===== config.mk =====
export PLATFORM = sky130hd
export DESIGN_NAME = uart_byte_receiver_flat
export DESIGN_NICKNAME = d
export VERILOG_FILES = /design/src/rtl/uart_pkg.sv /design/src/rtl/uart_byte_receiver_if.sv /design/src/rtl/sync_2ff.sv /design/src/rtl/uart_byte_receiver.sv /design/src/flat_wrapper.sv
export SDC_FILE = /design/constraint.sdc
export NUM_CORES = 1
export LEC_CHECK = 0
export CORE_MARGIN = 2
export CORE_UTILIZATION = 40
export DETAILED_ROUTE_END_ITERATION = 8
export HOLD_SLACK_MARGIN = 0.15
export PLACE_DENSITY = 0.61
export SLEW_MARGIN = 10
export SYNTH_ARGS = -nofsm -noshare
export SYNTH_HDL_FRONTEND = slang
export SYNTH_SLANG_ARGS = --single-unit

===== constraint.sdc =====
create_clock -name clk -period 2.9 [get_ports clk]
set_clock_uncertainty 0.15 [all_clocks]
set_input_delay 0.435 -clock clk [delete_from_list [all_inputs] [get_ports clk]]
set_output_delay 0.435 -clock clk [all_outputs]
set_load 0.05 [all_outputs]

===== src/rtl/uart_pkg.sv =====
// Shared UART definitions for the rx and tx byte engines.
// Provides the frame state encoding, the data width and the
// cycles-per-bit helper used to size bit timers.
package uart_pkg;

  localparam int unsigned DATA_BITS = 8;

  // Receiver frame states
  typedef enum logic [2:0] {
    IDLE,
    START,
    DATA,
    STOP,
    WAIT_HIGH
  } rx_state_t;

  // Whole clock cycles per serial bit (integer division)
  function automatic int unsigned clks_per_bit(input int unsigned clk_freq,
                                               input int unsigned baud);
    return clk_freq / baud;
  endfunction

endpackage


===== src/rtl/uart_byte_receiver_if.sv =====
// Serial-in / byte-out bundle of the UART byte receiver.
// Signals:
//   rx          serial line, idle high (driven by the line side)
//   data_out    last correctly framed byte
//   data_valid  one-cycle pulse when data_out updates
//   frame_error one-cycle pulse on a low stop bit
//   busy        receiver is inside a frame
// Modports: slave = receiver side, master = line/consumer side.
interface uart_byte_receiver_if;
  import uart_pkg::*;

  logic                 rx;
  logic [DATA_BITS-1:0] data_out;
  logic                 data_valid;
  logic                 frame_error;
  logic                 busy;

  modport master (
    output rx,
    input  data_out,
    input  data_valid,
    input  frame_error,
    input  busy
  );

  modport slave (
    input  rx,
    output data_out,
    output data_valid,
    output frame_error,
    output busy
  );

endinterface


===== src/rtl/sync_2ff.sv =====
// Two-flop synchroniser for an asynchronous single-bit input.
// Ports:
//   clk  system clock
//   rst  synchronous active-high reset, loads RESET_VAL into both flops
//   d    asynchronous input
//   q    synchronised output (2 cycles of latency)
module sync_2ff #(
  parameter logic RESET_VAL = 1'b1
) (
  input  logic clk,
  input  logic rst,
  input  logic d,
  output logic q
);

  logic meta;

  always_ff @(posedge clk) begin
    if (rst) begin
      meta <= RESET_VAL;
      q    <= RESET_VAL;
    end else begin
      meta <= d;
      q    <= meta;
    end
  end

endmodule


===== src/rtl/uart_byte_receiver.sv =====
// 8N1 UART byte receiver, LSB first, idle-high line.
// Samples each bit at its centre with a clock-derived bit timer and
// reports framing errors instead of forwarding bad bytes.
// Ports:
//   clk  system clock (rising edge)
//   rst  synchronous active-high reset
//   bus  uart_byte_receiver_if.slave: rx in; data_out, data_valid,
//        frame_error, busy out (all registered)
module uart_byte_receiver
  import uart_pkg::*;
#(
  parameter int unsigned CLK_FREQ  = 10_000_000,
  parameter int unsigned BAUD_RATE = 115_200
) (
  input  logic                 clk,
  input  logic                 rst,
  uart_byte_receiver_if.slave  bus
);

  localparam int unsigned CLKS_PER_BIT = clks_per_bit(CLK_FREQ, BAUD_RATE);
  localparam int unsigned HALF_BIT     = CLKS_PER_BIT / 2;
  localparam int unsigned TIMER_W      = $clog2(CLKS_PER_BIT);
  localparam int unsigned IDX_W        = 3;

  localparam logic [TIMER_W-1:0] HALF_LAST = TIMER_W'(HALF_BIT - 1);
  localparam logic [TIMER_W-1:0] BIT_LAST  = TIMER_W'(CLKS_PER_BIT - 1);
  localparam logic [IDX_W-1:0]   IDX_LAST  = IDX_W'(DATA_BITS - 1);

  // Too few cycles per bit leaves no room to find the bit centre
  if (CLKS_PER_BIT < 4) begin : g_bad_baud
    $fatal(1, "uart_byte_receiver: CLKS_PER_BIT must be at least 4");
  end

  logic rx_s;

  rx_state_t            state_q, state_d;
  logic [TIMER_W-1:0]   timer_q, timer_d;
  logic [IDX_W-1:0]     bit_idx_q, bit_idx_d;
  logic [DATA_BITS-1:0] shift_q, shift_d;
  logic [DATA_BITS-1:0] data_q, data_d;
  logic                 valid_q, valid_d;
  logic                 error_q, error_d;
  logic                 busy_q;

  // Line synchroniser, resets to the idle level
  sync_2ff #(
    .RESET_VAL (1'b1)
  ) u_sync (
    .clk (clk),
    .rst (rst),
    .d   (bus.rx),
    .q   (rx_s)
  );

  // State and datapath registers
  always_ff @(posedge clk) begin
    if (rst) begin
      state_q   <= IDLE;
      timer_q   <= '0;
      bit_idx_q <= '0;
      shift_q   <= '0;
      data_q    <= '0;
      valid_q   <= 1'b0;
      error_q   <= 1'b0;
      busy_q    <= 1'b0;
    end else begin
      state_q   <= state_d;
      timer_q   <= timer_d;
      bit_idx_q <= bit_idx_d;
      shift_q   <= shift_d;
      data_q    <= data_d;
      valid_q   <= valid_d;
      error_q   <= error_d;
      busy_q    <= (state_d != IDLE);
    end
  end

  // Next-state and datapath decode
  always_comb begin
    state_d   = state_q;
    timer_d   = timer_q;
    bit_idx_d = bit_idx_q;
    shift_d   = shift_q;
    data_d    = data_q;
    valid_d   = 1'b0;
    error_d   = 1'b0;

    unique case (state_q)
      IDLE: begin
        timer_d   = '0;
        bit_idx_d = '0;
        if (!rx_s) begin
          state_d = START;
        end
      end

      // Re-check the line at the start-bit centre to reject glitches
      START: begin
        if (timer_q == HALF_LAST) begin
          timer_d   = '0;
          bit_idx_d = '0;
          state_d   = rx_s ? IDLE : DATA;
        end else begin
          timer_d = timer_q + TIMER_W'(1);
        end
      end

      // LSB arrives first, so shift right and insert at the MSB
      DATA: begin
        if (timer_q == BIT_LAST) begin
          timer_d   = '0;
          shift_d   = {rx_s, shift_q[DATA_BITS-1:1]};
          bit_idx_d = bit_idx_q + IDX_W'(1);
          if (bit_idx_q == IDX_LAST) begin
            state_d = STOP;
          end
        end else begin
          timer_d = timer_q + TIMER_W'(1);
        end
      end

      // Decision at stop-bit centre; returning to IDLE here leaves half a
      // bit of slack to catch a back-to-back start edge
      STOP: begin
        if (timer_q == BIT_LAST) begin
          timer_d = '0;
          if (rx_s) begin
            data_d  = shift_q;
            valid_d = 1'b1;
            state_d = IDLE;
          end else begin
            error_d = 1'b1;
            state_d = WAIT_HIGH;
          end
        end else begin
          timer_d = timer_q + TIMER_W'(1);
        end
      end

      // A held-low line (break) must not look like a new start bit
      WAIT_HIGH: begin
        timer_d = '0;
        if (rx_s) begin
          state_d = IDLE;
        end
      end

      default: begin
        state_d = IDLE;
        timer_d = '0;
      end
    endcase
  end

  assign bus.data_out    = data_q;
  assign bus.data_valid  = valid_q;
  assign bus.frame_error = error_q;
  assign bus.busy        = busy_q;

endmodule

===== src/flat_wrapper.sv =====
// flat-port wrapper written by rule: the top's interface ports become plain ports
module uart_byte_receiver_flat import uart_pkg::*;
#(
  parameter int unsigned CLK_FREQ  = 10_000_000,
  parameter int unsigned BAUD_RATE = 115_200
)
  (clk, rst, bus_rx, bus_data_out, bus_data_valid, bus_frame_error, bus_busy);
  uart_byte_receiver_if bus_i ();
  input  logic clk;
  input  logic rst;
  input wire logic [$bits(bus_i.rx)-1:0] bus_rx;
  output wire logic [$bits(bus_i.data_out)-1:0] bus_data_out;
  output wire logic [$bits(bus_i.data_valid)-1:0] bus_data_valid;
  output wire logic [$bits(bus_i.frame_error)-1:0] bus_frame_error;
  output wire logic [$bits(bus_i.busy)-1:0] bus_busy;
  assign bus_i.rx = bus_rx;
  assign bus_data_out = bus_i.data_out;
  assign bus_data_valid = bus_i.data_valid;
  assign bus_frame_error = bus_i.frame_error;
  assign bus_busy = bus_i.busy;
  uart_byte_receiver #(.CLK_FREQ(CLK_FREQ), .BAUD_RATE(BAUD_RATE)) u_core (.clk(clk), .rst(rst), .bus(bus_i));
endmodule

* Word level (Yosys, flattened, before mapping)
Cells that the tools add are included.
** Storage, ports and cells
- Register bits :: 34
- Bits in latches :: 0
- Memory bits (writable) :: 0
- Bits in read-only memories :: 0
- Bits of input ports :: 3
- Memories :: 0
** Operators by class
- $add $sub $neg :: 2
- Multipliers :: 0
- Divide/modulo/power cells :: 0
- Magnitude comparators :: 0
- Equal/unequal tests :: 9
- Shifts and indexed selects :: 0
- Multiplexer cells :: 17
- Bitwise operators :: 2
- Reductions and logical operators :: 8
** Operator list (count)
- $mux W3 :: 9
- $pmux W3 S5 :: 1
- $mux W7 :: 2
- $pmux W7 S2 :: 1
- $pmux W3 S3 :: 1
- $add A7 B1 Y7 const B :: 1
- $eq A7 B6 Y1 const B :: 1
- $eq A7 B7 Y1 const B :: 1
- $eq A3 B2 Y1 const B :: 2
- $eq A3 B3 Y1 const B :: 2
- $reduce_and A3 Y1 :: 2
- $reduce_bool A3 Y1 :: 2
- $ne A2 B1 Y1 const B :: 2
- $add A3 B1 Y3 const B :: 1
- $eq A3 B1 Y1 const B :: 1
- $logic_not A3 Y1 :: 1
- $reduce_or A3 Y1 :: 1
- $mux W1 :: 2
- $mux W2 :: 1
- $not A1 Y1 :: 2
- $reduce_and A2 Y1 :: 1
- $reduce_or A2 Y1 :: 1

* Depth between registers and ports, before layout
Gate-level depths: netlist of run 1.
- Word-level depth :: 5
- Depth in mapped cells :: 7
- Gate-level depth less buffers :: 7

* By module
From an unflattened synthesis of run 1, not the netlist that was laid out.
** Unflattened totals
- Cells, all modules :: 157
- Area, all modules :: 1452.6 µm²
** By module, submodules not included
- uart_byte_receiver :: instances 1, cells an instance 153, area each 1400.1 µm², sequential area each 640.6 µm²
- sync_2ff :: instances 1, cells an instance 4, area each 52.6 µm², sequential area each 40.0 µm²

* Worst setup path before layout of run 1
OpenSTA, ideal clock, no wires.
- Path type :: flip-flop to flip-flop
- Start point :: reg u_core.timer_q[0]
- End point :: reg u_core.bit_idx_q[0]
- Setup time :: 0.123 ns
- Arrival :: 1.474 ns
- Path slack :: 1.153 ns
- Cell stages (with the launch flop) :: 7
- Cells stage by stage :: dfxtp_1 ha_1 nand4b_4 nor2_4 nand2_1 a21oi_4 mux2_1
** Between the ends
- Word-level cells in the longest chain between the ends :: 3
** Ends and longest elaborated chain
- from (decl) :: RTL line uart_byte_receiver.sv:37 : logic [TIMER_W-1:0] timer_q, timer_d;
- from (signal assigned) :: RTL line uart_byte_receiver.sv:68 : timer_q <= timer_d;
- $eq A7 B7 Y1 or $eq A7 B6 Y1 (tied branches) :: RTL line uart_byte_receiver.sv:110, uart_byte_receiver.sv:99
- $ne A2 B1 Y1 (no line)
- $reduce_and A3 Y1 (no line) (*)
- to (signal assigned) :: RTL line uart_byte_receiver.sv:69 : bit_idx_q <= bit_idx_d;
- to (decl) :: RTL line uart_byte_receiver.sv:38 : logic [IDX_W-1:0] bit_idx_q, bit_idx_d;
Every way passes the cells marked *; elsewhere a longest branch is shown, timed or not.
A chain may end at the register's enable or synchronous reset.

* Final worst setup path of run 1
- Start point :: reg u_core.data_q[7] (netlist: u_core.bus.data_out[7])
- End point :: out bus_data_out[7]
** RTL lines
- from (decl) :: RTL line uart_byte_receiver.sv:40 : logic [DATA_BITS-1:0] data_q, data_d;
- from (signal assigned) :: RTL line uart_byte_receiver.sv:71 : data_q <= data_d;
- to (decl) :: RTL line flat_wrapper.sv:12 : output wire logic [$bits(bus_i.data_out)-1:0] bus_data_out;
No word-level cell between the ends.

==> results of run 1 <==
[cell usage after synthesis, types with 2 or more instances]
| library cell | count | area share |
|---|---|---|
| nand2_1 | 7 | 0.018 |
| nand3_1 | 4 | 0.014 |
| nand3b_1 | 2 | 0.010 |
| nand2b_1 | 2 | 0.0087 |
| mux2i_1 | 18 | 0.13 |
| nor2_1 | 28 | 0.073 |
| clkbuf_1 | 2 | 0.0052 |
| buf_2 | 2 | 0.0070 |
| nor3_1 | 3 | 0.010 |
| xnor2_1 | 3 | 0.018 |
| xor2_1 | 2 | 0.012 |
| dfxtp_1 | 34 | 0.48 |
| inv_1 | 3 | 0.0079 |
| or3_1 | 2 | 0.0087 |
| nand4b_1 | 2 | 0.012 |
| ha_1 | 5 | 0.044 |
| or2_2 | 2 | 0.0087 |
[state kept, by name, summed over array words and instances (netlist names)]
| signal | flops |
|---|---|
| u_core.bit_idx_q | 3 |
| u_core.bus.data_valid | 1 |
| u_core.u_sync.q | 1 |
| u_core.shift_q | 8 |
| u_core.bus.frame_error | 1 |
| u_core.state_q | 3 |
| u_core.u_sync.meta | 1 |
| u_core.bus.busy | 1 |
| u_core.bus.data_out | 8 |
| u_core.timer_q | 7 |
[power groups by stage]
stage,registers (uW),logic [uW],clock network [uW]
after floorplan,502,52.1,0
after detailed placement,500,71.5,0
after CTS,489,71.9,358
after global placement,499,69.7,0
final,489,71.2,346
after global routing,491,77.5,374
[final timing paths]
kind | endpoint | cells past startpoint | slack (ns) | from
max | bus_data_out[7] | 1 | 0.82 | u_core.bus.data_out[7]$_SDFFE_PP0P_
min | u_core.u_sync.q$_SDFF_PP1_ | 1 | 0.28 | u_core.u_sync.meta$_SDFF_PP1_
max reg2reg | u_core.bit_idx_q[0]$_SDFFE_PP0P_ | 6 | 0.99 | u_core.timer_q[0]$_SDFF_PP0_
min reg2reg | u_core.u_sync.q$_SDFF_PP1_ | 1 | 0.28 | u_core.u_sync.meta$_SDFF_PP1_
[per-layer routing]
layer  vias to the layer above  GRT usage  share of wire
li1                        508          -              -
met1                       450      0.173           0.48
met2                        12      0.225           0.46
met3                         6     0.0493          0.037
met4                         0     0.0571          0.020
met5                         -          0              0
[area by class of cell]
type,count,share of cell area
timing repair buffer,15,0.0857
clock inverter,3,0.0266
clock buffer,5,0.0222
multi-input combinational,97,0.423
inverter,3,0.00665
tap,46,0.0340
sequential,34,0.402
[cells by family after synthesis]
logic type	count (synthesis)	synth area share
AND/OR/NAND/NOR	61	0.237
flip-flops	34	0.475
multiplexers	19	0.134
buffers and inverters	8	0.0253
AO/OA/AOI/OAI	7	0.0550
XOR/XNOR	5	0.0306
adder cells (fa/ha/maj)	5	0.0437
[per-stage QoR]
stage / power, uW / instance area (sq um) / setup slack, ns / std cells
after floorplan: 554 / 1430 / 1.15 / 139
after global placement: 569 / 1610 / 0.724 / 195
after detailed placement: 571 / 1610 / 0.673 / 195
after CTS: 919 / 1690 / 0.782 / 203
after global routing: 943 / 1690 / 0.755 / 203
final: 906 / 1690 / 0.816 / 203
==> results by group, run 1 <==
Worst setup path
  – Worst Setup End Kind: primary output
  – WP data required: 2.32 ns
  – Critical path cell sequence: clkdlybuf4s50_1
  – Crit path launch type: flip-flop
  – Worst-path fanout max: 2
  – CP delay by family, top: buffers and inverters
  – Slowest cell on crit path: clkdlybuf4s50_1
  – CP max stage delay: 0.80 ns
  – Worst path buffer plus inverter count: 1
  – Worst endpoint data arrival time: 1.50 ns
  – Critical path class: reg -> out

Synth
  – Flops & latches, synth: 34
  – Synth Instances: 139
  – Post-synth EDFFs: 0
  – Warnings, synthesis: 0
  – Unique masters post-synth: 35
  – Cell area after synthesis: 1430 sq um
  – Syn avg cell area: 10.3 sq um
  – Async SR Flop Fraction: 0
  – Ys flop type: dfxtp_1
  – Sequential area share after synthesis: 0.475
  – Syn_nets: 147

Cells and area
  – Layout Utilization: 0.499
  – Most frequent cells in the layout: dfxtp_1 (34), nor2_1 (28), mux2i_1 (18), clkdlybuf4s50_1 (13), nand2_1 (7)
  – Share of cells above drive strength 1: 0.140
  – # diodes: 0
  – Footprint of the multi-input gates: 716 sq um
  – Fill cells: 307
  – Register area: 681 sq um
  – Nets@finish: 164
  – Most common cell after layout, fill and taps aside: dfxtp_1
  – Area Growth Syn to Fin: 18.2%

Floorplan
  – Die area: 4080 sq um
  – Cell Rows: 21
  – Core area: 3390 sq um
  – Starting Density: 0.423
  – Die width: 63.8 um
  – Die Span Y: 63.8 um
  – # IOs: 14

STA
  – Slew @ Worst Pin: 0.519 ns
  – Slew Limit Fails: 0
  – Total negative setup slack: 0 ns
  – RSZ-0062 raised after global routing: false
  – Fin crit period: 2.08 ns
  – Max transition margin: 0.653
  – Hold_ws: 0.280 ns
  – Tcrit/Tclk final: 0.719
  – Final setup violation count: 0
  – FMAX: 0.480 GHz
  – Final Hold Fails: 0

Job
  – Max-cap viol count: 0

Drt
  – Via density: 4.81
  – WL/cell: 12.0 um
  – Initial DRC Count: 44
  – Antenna viol nets, final: 0
  – Via count: 976
  – # DRC: 0
  – WL final: 2430 um
  – Drt first pass iters: 4

Global route
  – Vias in the first global route: 958
  – First-pass GRT wire length: 4480 um
  – Largest net degree at the start of global routing: 16
  – GR Overflow Total: 0
  – GRT Resource Usage Total: 0.141
  – Antenna violations before repair: 0

Clock tree
  – CTS tree: yes
  – Clock Pin Slew Worst Setup and Hold Paths: 0.11 ns
  – Setup bufs post-CTS: 0
  – Worst skew pair latency: 0.34 ns
  – CTS Buffer Depth: 2
  – # hold bufs at CTS: 0
  – Clock sink count: 34
  – Number of buffers created by CTS: 5
  – CTS H-tree depth: 2
  – Post-CTS Resized: 0
  – Clk root buf: clkbuf_4

Power and ir drop
  – Part of the power in the clock network: 0.382
  – Pint: 686 uW
  – Sw frac: 0.243
  – Comb power frac: 0.079
  – Worst VDD drop: 329 uV
  – Sw Pwr: 220 uW
  – Cell Pwr Density: 535 nW/um^2
  – Seq pwr share: 0.539
  – LEAKAGE: 0.000698 uW

Place
  – IO Port Bufs: 13
  – HPWL after detailed placement: 1800 um
  – Placer congestion estimate: 0.778

Hold path
  – Worst Hold Class: reg -> reg

Status
  – Status: finished, final reports clean
Note: power is estimated with default switching activity, not from simulation.
==> inputs of run 2 (changes only) <==
==> constraint.sdc (replaced) <==
create_clock -name clk -period 2.14 [get_ports clk]
set_clock_uncertainty 0.15 [all_clocks]
set_input_delay 0.321 -clock clk [delete_from_list [all_inputs] [get_ports clk]]
set_output_delay 0.321 -clock clk [all_outputs]
set_load 0.05 [all_outputs]
==> run 2 against run 1 <==
Critical endpoint is now bus_data_out[0]. Power is 19% higher. Non-clock buffer count stayed put. Highest routed layer unchanged. Hold slack worse by 0.0073 ns. Global-route usage is 0.82 points higher. Core utilization is 1.0 points lower. Sequential power is 35% higher. First-iteration DRC count is 66% higher.
==> results by group, run 2 (synthesized netlist as in run 1, its figures left out) <==
Status
  – Status: finished, final reports clean

Cells and area
  – Most common cell after layout, fill and taps aside: dfxtp_1
  – # diodes: 0
  – Most frequent cells in the layout: dfxtp_1 (34), nor2_1 (28), mux2i_1 (18), clkdlybuf4s50_1 (13), nand2_1 (7)
  – Area Growth Syn to Fin: 15.7%
  – Fin cells: 202
  – Share of cells above drive strength 1: 0.135
  – Nets@finish: 164
  – Post-route design area: 1660 sq um

Global route
  – GR Overflow Total: 0
  – Largest net degree at the start of global routing: 25
  – Vias in the first global route: 1,033
  – GRT Resource Usage Total: 0.149
  – First-pass GRT wire length: 4650 um
  – Antenna violations before repair: 0

Power and ir drop
  – Worst VDD drop: 243 uV
  – Sw Pwr: 280 uW
  – Pint: 801 uW
  – Seq pwr share: 0.612
  – Cell Pwr Density: 652 nW/um^2
  – Part of the power in the clock network: 0.301
  – Total chip power: 1080 uW
  – Sw frac: 0.259
  – LEAKAGE: 0.000692 uW
  – Comb power frac: 0.087

Clock tree
  – Clock Pin Slew Worst Setup and Hold Paths: 0.10 ns
  – Clock sink count: 34
  – CTS Buffer Depth: 2
  – # hold bufs at CTS: 0
  – Worst skew pair latency: 0.34 ns
  – Post-CTS Resized: 0
  – CTS H-tree depth: 2
  – CTS tree: yes
  – Clk root buf: clkbuf_4
  – Number of buffers created by CTS: 5
  – Setup bufs post-CTS: 0

Worst setup path
  – Worst Setup End Kind: primary output
  – Critical path cell sequence: clkdlybuf4s50_1
  – Worst endpoint data arrival time: 1.50 ns
  – CP delay by family, top: buffers and inverters
  – Worst-path fanout max: 2
  – Crit path launch type: flip-flop
  – Slowest cell on crit path: clkdlybuf4s50_1
  – Critical path class: reg -> out
  – CP max stage delay: 0.81 ns
  – WP data required: 1.67 ns
  – Worst path buffer plus inverter count: 1

Floorplan
  – Starting Density: 0.423
  – Cell Rows: 21
  – Die width: 63.8 um
  – Core area: 3390 sq um
  – Die area: 4080 sq um
  – # IOs: 14
  – Die Span Y: 63.8 um

STA
  – Slew Limit Fails: 0
  – Fin crit period: 1.97 ns
  – Final setup violation count: 0
  – FMAX: 0.508 GHz
  – Final Hold Fails: 0
  – RSZ-0062 raised after global routing: false
  – Slew @ Worst Pin: 0.499 ns
  – Max transition margin: 0.666
  – Tcrit/Tclk final: 0.920
  – Total negative setup slack: 0 ns

Drt
  – Drt first pass iters: 4
  – Initial DRC Count: 73
  – Via count: 1,025
  – WL final: 2500 um
  – Antenna viol nets, final: 0
  – # DRC: 0
  – WL/cell: 12.4 um
  – Via density: 5.07

Place
  – Placed insts: 195
  – DP Area: 1610 sq um
  – IO Port Bufs: 13
  – Placer congestion estimate: 0.869
  – HPWL after detailed placement: 1740 um

Hold path
  – Worst Hold Class: reg -> reg

Job
  – Max-cap viol count: 0
run 2: cell types whose count changed in the layout (fill, tap and decap cells not counted):
cell        change
clkinvlp_4      -2
clkinv_2        +2
bufinv_16       -1
run 2: final cells by class:
type                            instances  area (sq um)
Sequential cell                        34           681
Tap cell                               46          57.6
Clock buffer                            5          37.5
Multi-Input combinational cell         97           716
Fill cell                             311          1730
Clock inverter                          2          10.0
Inverter                                3          11.3
Timing Repair Buffer                   15           145
run 2: metrics by stage:
stage	setup slack [ns]	utilization	hold slack, ns
6_report	0.171	0.489	0.273
3_3_place_gp	0.241	0.475	0.253
4_1_cts	0.147	0.489	0.281
3_5_place_dp	0.195	0.475	0.251
5_1_grt	0.0908	0.489	0.309
2_1_floorplan	0.393	-	0.239
run 2: per-layer routing:
metal	up-vias	share of wire	track usage
met5	-	0	0
met4	0	0.021	0.0734
met3	6	0.050	0.0616
met2	23	0.46	0.232
met1	487	0.47	0.177
li1	509	-	-
run 2: path summary, 6_finish.rpt:
| kind | from | depth (start not counted) | slack (ns) | end |
|---|---|---|---|---|
| hold / removal | u_core.u_sync.meta$_SDFF_PP1_ | 1 | 0.27 | u_core.u_sync.q$_SDFF_PP1_ |
| hold reg to reg | u_core.u_sync.meta$_SDFF_PP1_ | 1 | 0.27 | u_core.u_sync.q$_SDFF_PP1_ |
| setup / recovery | u_core.bus.data_out[0]$_SDFFE_PP0P_ | 1 | 0.17 | bus_data_out[0] |
| setup reg to reg | u_core.timer_q[0]$_SDFF_PP0_ | 6 | 0.28 | u_core.bit_idx_q[0]$_SDFFE_PP0P_ |
run 2: power groups by stage:
stage,logic [uW],registers [uW],clock network [uW]
after floorplan,70.6,681,0
final,93.7,662,325
after CTS,94.5,662,340
after global placement,92.2,676,0
after global routing,102,664,372
after detailed placement,93.8,677,0
==> inputs of run 3 (changes only) <==
==> constraint.sdc (replaced) <==
create_clock -name clk -period 2.14 [get_ports clk]
set_clock_uncertainty 0.15 [all_clocks]
set_input_delay 0.321 -clock clk [delete_from_list [all_inputs] [get_ports clk]]
set_output_delay 0.321 -clock clk [all_outputs]
set_load 0.01 [all_outputs]
==> results of run 3 <==
The final DEF is identical to that of run 2. Status: finished, final reports clean.
Main changes from that run: setup slack after layout 0.171 ns -> 0.280 ns; start point of the critical path u_core.bus.data_out[0]$_SDFFE_PP0P_ -> u_core.timer_q[0]$_SDFF_PP0_; end point of the critical path bus_data_out[0] -> u_core.bit_idx_q[0]$_SDFFE_PP0P_; total power 1080 uW -> 1070 uW
